## src/rtl/if_ctrl_fsm.sv

```systemverilog
// Multi-cycle control FSM for a simple five-state CPU datapath.
// Decodes a latched opcode/func pair and sequences FETCH, DECODE, EXEC,
// MEM and WB. It also guards data-memory waits with a saturating timeout.
module if_ctrl_fsm #(
  parameter int MEM_WAIT_MAX = 15
) (
  input  logic        Clk,
  input  logic        Reset,
  input  logic [31:0] Instr,
  input  logic        Zero,
  input  logic        Mem_Ready,
  output logic        PC_sel,
  output logic        PC_LdEn,
  output logic        IR_LdEn,
  output logic        RF_WrEn,
  output logic        RF_WrData_sel,
  output logic        ALU_Bin_sel,
  output logic [3:0]  ALU_func,
  output logic [1:0]  ImmExt,
  output logic        MEM_WrEn,
  output logic        ByteOp,
  output logic        Instr_Done,
  output logic        Mem_Timeout
);

  typedef enum logic [2:0] {
    FETCH  = 3'd0,
    DECODE = 3'd1,
    EXEC   = 3'd2,
    MEM    = 3'd3,
    WB     = 3'd4
  } state_t;

  localparam logic [3:0] WAIT_MAX = 4'(MEM_WAIT_MAX);

  state_t      state_q, state_d;
  logic [5:0]  opcode_q;
  logic [5:0]  func_q;
  logic [3:0]  wait_cnt_q;
  logic        timeout_q;
  logic        timeout_set;

  // Immediate and register fields are consumed by the datapath, not by control.
  logic unused_instr_bits;
  assign unused_instr_bits = ^Instr[25:6];

  // Opcode class decode, driven only from the latched opcode copy.
  logic is_rtype, is_imm, is_branch, is_load, is_store, is_legal;
  logic is_li, is_lui, is_addi, is_andi, is_ori;
  logic is_b, is_beq, is_bne, is_lb, is_lw, is_sb, is_sw;

  assign is_rtype  = (opcode_q == 6'b100000);
  assign is_li     = (opcode_q == 6'b111000);
  assign is_lui    = (opcode_q == 6'b111001);
  assign is_addi   = (opcode_q == 6'b110000);
  assign is_andi   = (opcode_q == 6'b110010);
  assign is_ori    = (opcode_q == 6'b110011);
  assign is_b      = (opcode_q == 6'b111111);
  assign is_beq    = (opcode_q == 6'b010000);
  assign is_bne    = (opcode_q == 6'b010001);
  assign is_lb     = (opcode_q == 6'b000011);
  assign is_lw     = (opcode_q == 6'b001111);
  assign is_sb     = (opcode_q == 6'b000111);
  assign is_sw     = (opcode_q == 6'b011111);
  assign is_imm    = is_li | is_lui | is_addi | is_andi | is_ori;
  assign is_branch = is_b | is_beq | is_bne;
  assign is_load   = is_lb | is_lw;
  assign is_store  = is_sb | is_sw;
  assign is_legal  = is_rtype | is_imm | is_branch | is_load | is_store;

  // Per-instruction operand controls, held constant from EXEC through WB.
  logic       bin_sel_c;
  logic [1:0] immext_c;
  logic       byteop_c;
  logic [3:0] alu_func_c;

  assign bin_sel_c = is_imm | is_load | is_store;
  assign byteop_c  = is_lb | is_sb;

  // Immediate-extension mode and ALU operation for the latched instruction.
  always_comb begin
    immext_c   = 2'b00;
    alu_func_c = 4'b0000;
    if (is_andi || is_ori) immext_c = 2'b01;
    else if (is_lui)       immext_c = 2'b10;
    else if (is_branch)    immext_c = 2'b11;
    if (is_rtype) begin
      if (func_q[5:3] == 3'b110) alu_func_c = {1'b0, func_q[2:0]};
    end else if (is_beq || is_bne) begin
      alu_func_c = 4'b0001;
    end else if (is_andi) begin
      alu_func_c = 4'b0010;
    end else if (is_ori) begin
      alu_func_c = 4'b0011;
    end
  end

  // Raw (pre-reset-gating) control outputs.
  logic       pc_sel_c, pc_ld_c, ir_ld_c, rf_wr_c, rf_sel_c;
  logic       bin_sel_o_c, mem_wr_c, byteop_o_c, done_c;
  logic [3:0] alu_func_o_c;
  logic [1:0] immext_o_c;

  // Next-state and output logic; every output defaults to 0.
  always_comb begin
    state_d      = state_q;
    pc_sel_c     = 1'b0;
    pc_ld_c      = 1'b0;
    ir_ld_c      = 1'b0;
    rf_wr_c      = 1'b0;
    rf_sel_c     = 1'b0;
    bin_sel_o_c  = 1'b0;
    alu_func_o_c = 4'b0000;
    immext_o_c   = 2'b00;
    mem_wr_c     = 1'b0;
    byteop_o_c   = 1'b0;
    done_c       = 1'b0;
    timeout_set  = 1'b0;
    case (state_q)
      FETCH: begin
        ir_ld_c = 1'b1;
        state_d = DECODE;
      end
      DECODE: begin
        if (is_legal) begin
          state_d = EXEC;
        end else begin
          pc_ld_c = 1'b1;
          done_c  = 1'b1;
          state_d = FETCH;
        end
      end
      EXEC: begin
        alu_func_o_c = alu_func_c;
        bin_sel_o_c  = bin_sel_c;
        immext_o_c   = immext_c;
        byteop_o_c   = byteop_c;
        if (is_branch) begin
          pc_ld_c  = 1'b1;
          done_c   = 1'b1;
          pc_sel_c = is_b | (is_beq & Zero) | (is_bne & ~Zero);
          state_d  = FETCH;
        end else if (is_load || is_store) begin
          state_d = MEM;
        end else begin
          state_d = WB;
        end
      end
      MEM: begin
        bin_sel_o_c = bin_sel_c;
        immext_o_c  = immext_c;
        byteop_o_c  = byteop_c;
        if (Mem_Ready) begin
          mem_wr_c = is_store;
          if (is_store) begin
            pc_ld_c = 1'b1;
            done_c  = 1'b1;
            state_d = FETCH;
          end else begin
            state_d = WB;
          end
        end else if (wait_cnt_q == WAIT_MAX) begin
          // Abandon the access: no memory or RF write, fall through to PC+4.
          timeout_set = 1'b1;
          pc_ld_c     = 1'b1;
          done_c      = 1'b1;
          state_d     = FETCH;
        end else begin
          mem_wr_c = is_store;
        end
      end
      WB: begin
        bin_sel_o_c = bin_sel_c;
        immext_o_c  = immext_c;
        byteop_o_c  = byteop_c;
        rf_wr_c     = 1'b1;
        rf_sel_c    = is_load;
        pc_ld_c     = 1'b1;
        done_c      = 1'b1;
        state_d     = FETCH;
      end
      default: state_d = FETCH;
    endcase
  end

  // State register.
  always_ff @(posedge Clk or negedge Reset) begin
    if (!Reset) state_q <= FETCH;
    else        state_q <= state_d;
  end

  // Capture opcode/func when leaving FETCH; decode never looks at Instr again.
  always_ff @(posedge Clk or negedge Reset) begin
    if (!Reset) begin
      opcode_q <= 6'd0;
      func_q   <= 6'd0;
    end else if (state_q == FETCH) begin
      opcode_q <= Instr[31:26];
      func_q   <= Instr[5:0];
    end
  end

  // MEM wait counter: zero on entry to MEM, saturates at 15.
  always_ff @(posedge Clk or negedge Reset) begin
    if (!Reset)                  wait_cnt_q <= 4'd0;
    else if (state_q != MEM)     wait_cnt_q <= 4'd0;
    else if (wait_cnt_q != 4'hF) wait_cnt_q <= wait_cnt_q + 4'd1;
  end

  // Sticky timeout flag, cleared only by reset.
  always_ff @(posedge Clk or negedge Reset) begin
    if (!Reset)           timeout_q <= 1'b0;
    else if (timeout_set) timeout_q <= 1'b1;
  end

  // Reset gates every combinational output so they drop to 0 immediately.
  assign PC_sel        = pc_sel_c    & Reset;
  assign PC_LdEn       = pc_ld_c     & Reset;
  assign IR_LdEn       = ir_ld_c     & Reset;
  assign RF_WrEn       = rf_wr_c     & Reset;
  assign RF_WrData_sel = rf_sel_c    & Reset;
  assign ALU_Bin_sel   = bin_sel_o_c & Reset;
  assign ALU_func      = alu_func_o_c & {4{Reset}};
  assign ImmExt        = immext_o_c  & {2{Reset}};
  assign MEM_WrEn      = mem_wr_c    & Reset;
  assign ByteOp        = byteop_o_c  & Reset;
  assign Instr_Done    = done_c      & Reset;
  assign Mem_Timeout   = timeout_q;

endmodule

```

## config.mk

```make
export PLATFORM = sky130hd
export DESIGN_NAME = if_ctrl_fsm
export DESIGN_NICKNAME = d
export VERILOG_FILES = /design/src/rtl/if_ctrl_fsm.sv
export SDC_FILE = /design/constraint.sdc
export NUM_CORES = 1
export LEC_CHECK = 0
export ABC_CLOCK_PERIOD_IN_PS = 4400
export BUFFER_PORTS_ARGS = -buffer_cell sky130_fd_sc_hd__buf_2
export CAP_MARGIN = 20
export CORE_ASPECT_RATIO = 0.75
export CORE_UTILIZATION = 52
export DETAILED_ROUTE_END_ITERATION = 10
export GPL_TIMING_DRIVEN = 0
export PLACE_DENSITY = 0.93
export SETUP_SLACK_MARGIN = 0.3
export SLEW_MARGIN = 10
export SYNTH_ARGS = -nofsm -noshare
export SYNTH_HDL_FRONTEND = slang
export SYNTH_SLANG_ARGS = --single-unit
```

## constraint.sdc

```tcl
create_clock -name Clk -period 4.4 [get_ports Clk]
set_input_delay 0.66 -clock Clk [delete_from_list [all_inputs] [get_ports Clk]]
set_output_delay 0.66 -clock Clk [all_outputs]
set_load 0.01 [all_outputs]
```

==> impl_metrics.py <==
metrics = {
    "global_routing": {
        "grt_pass1_wl_microns": 5347,
        "grt_max_degree": 28,
        "grt_usage_pct": 27.17,
        "grt_pass1_vias": 1135,
        "grt-ovfl-total": 0,
        "antenna_found_initial": 0,
    },
    "critical_path": {
        "r2r_end": "func_q[1]$_DFFE_PN0N_",
        "crit_fanout": 5,
        "setup.worst_path.class": "register to output pin",
        "r2r_slack_ps": 2570,
        "cp-end-kind": "output pin",
        "critPathLaunchType": "register",
        "rr_startpoint": "state_q[2]$_DFFE_PN0P_",
        "cp.required_ps": 3740,
        "crit_arrival_ps": 2200,
        "r2r_cells": 3,
    },
    "yosys": {
        "async_flop_share_pct": 100.0,
        "yosys.area.top_type": "dfrtp_1",
        "syn_avg_cell_area_sq_um": 9.022,
        "synth_top_area_share_pct": 37.74,
        "synthTopCellsByArea": "dfrtp_1, mux2_2, nand2_1",
        "synth_area_sq_um": 1326,
        "synth-main-ff-cell": "dfrtp_1",
        "seq_area_frac_synth_pct": 37.74,
        "ys_seq_elements": 20,
        "yosys_warnings": 0,
        "synth-edff-count": 0,
        "syn_inst": 147,
        "syn-num-nets": 184,
        "ys_types": 45,
    },
    "clock_network": {
        "h-tree-depth": 1,
        "cts-resized-gates": 0,
        "numClockSinks": 20,
        "clk_pin_slew_ps": 120,
        "hold_buffers": 0,
        "tritoncts": "yes",
        "post-cts-setup-buffers": 0,
        "root_buffer": "clkbuf_4",
        "clockBufferDepth": 2,
        "numCtsBuffers": 3,
        "worst_skew_pair.late_latency_ps": 310,
    },
    "sta": {
        "max_freq_ghz": 0.3501,
        "setup_slack_ps": 1544,
        "setup_viol_count_final": 0,
        "post-route-period-util_pct": 64.91,
        "min_period_ps": 2856,
        "tns_ps": 0,
        "holdWs_ps": 324.7,
        "relSlewSlack_pct": 54.99,
        "rsz0062_at_grt": "no",
        "worst_slew_pin_slew_ps": 671.5,
        "finalHoldViolations": 0,
        "finalMaxSlewViolations": 0,
        "clock_skew_ps": 1.412,
    },
    "finish": {
        "nets": 219,
        "post-route-cell-area_sq_um": 1572,
        "postLayoutCoreUtil_pct": 66.99,
        "final_common_cell": "buf_2",
        "final_cell_count_no_fill": 215,
        "drive_gt1_share_pct": 34.25,
        "final_cell_mix": "buf_2, dfrtp_1, nand2_1",
        "area.growth.synth_to_final_pct": 18.49,
        "antennaDiodeCount": 0,
    },
    "power_and_ir_drop": {
        "ir_drop_v": 0.0003340,
        "powerDensity_nw_per_um2": 656.1,
        "power.leakage_nw": 0.7248,
        "p_total_mw": 1.031,
    },
    "floorplanning": {
        "chipHeight_microns": 45.74,
        "core_sq_um": 2346,
        "dieArea_sq_um": 2759,
        "die_w_microns": 60.32,
        "std_cell_rows": 15,
        "ios": 52,
        "initial_utilization_pct": 56.53,
    },
    "route": {
        "drc_errors": 0,
        "dr.pass1.iters": 5,
        "antenna_left": 0,
        "wl_per_cell_microns": 15.50,
        "drt_iter0_drc": 199,
        "vias_per_cell": 6.107,
        "vias": 1313,
        "routed_wl_microns": 3333,
    },
    "placed_design": {
        "dpl-instance-area_sq_um": 1519,
        "placed_cells": 211,
        "portBuffers": 30,
        "dpl.hpwl_microns": 2471,
        "post-place-ws_ps": 1806,
        "place_congestion": 0.8920,
    },
    "run": {
        "max_cap_viol_count": 0,
    },
    "hold_path": {
        "hold_class": "primary input to asynchronous set/reset pin",
    },
    "outcome": {
        "status": "complete, no violations",
    },
}
per-layer routing:
metal	vias up	global-route usage, %	share of wire, %
li1	586	-	-
met5	-	0	0
met1	608	36.96	41
met3	24	7.670	9.5
met2	95	41.54	45
met4	0	9.767	4.1
worst max-delay path: stages, from the launching register on:
cell and delay (ps):
dfrtp_1 440, ha_1 260, nand3_1 230, nor3_1 100, a31o_1 200, o311a_1 370, buf_4 150, buf_2 140
cells by family (layout without fill, tap and decap cells):
logic type,after synthesis,count (layout),share of synthesized area (%)
muxes,11,11,9.245
and+or+nand+nor,68,68,26.61
adders and majority gates,1,1,0.9432
buffers and inverters,14,48,7.829
other,1,1,0.2827
DFF,20,20,37.74
xor gates and xnor gates,4,4,2.642
AOI/OAI and AO/OA,28,28,14.72
flip-flops by register name, indices dropped and copies added, names as in the netlist:
signal       count
wait_cnt_q       4
Mem_Timeout      1
func_q           6
state_q          3
opcode_q         6
area by class of cell:
cell class                      instances  area, sq um
Fill cell                             188        774.5
Multi-Input combinational cell        113        721.9
Sequential cell                        20        500.5
Timing Repair Buffer                   30        150.1
Buffer                                 10        88.84
Tap cell                               34        42.54
Clock inverter                          1        30.03
Clock buffer                            3        22.52
Inverter                                4        15.01
synthesized netlist by cell type (all sizes together) (2+ instances only):
master,count
or2,2
and3,2
dfrtp,20
nor2b,5
nor4,2
o2111a,2
buf,10
a211oi,2
xnor2,3
and2,3
mux2,10
nand3,9
nand2,19
nor3,7
o21ai,7
nor2,13
a21oi,9
inv,4
where the power goes:
group          leakage (nW)  switching [mW]  total, mW  internal [mW]
clock network        0.0279          0.0620      0.154         0.0921
registers             0.248          0.0572      0.311          0.254
logic                 0.449           0.314      0.566          0.252
total                 0.725           0.434       1.03          0.597
worst max path at each step:
| stage | startpoint | end | slack (ps) | cells past startpoint |
|---|---|---|---|---|
| CTS | wait_cnt_q[0]$_DFFE_PN0P_ | PC_LdEn | 1550 | 7 |
| global placement | Reset | ByteOp | 1840 | 4 |
| global route | state_q[2]$_DFFE_PN0P_ | PC_LdEn | 1450 | 6 |
| floorplan | wait_cnt_q[0]$_DFFE_PN0P_ | PC_LdEn | 2140 | 6 |
| detailed placement | Reset | ByteOp | 1810 | 4 |
| finish | wait_cnt_q[0]$_DFFE_PN0P_ | PC_LdEn | 1540 | 7 |
(Power assumes the default switching activity.)
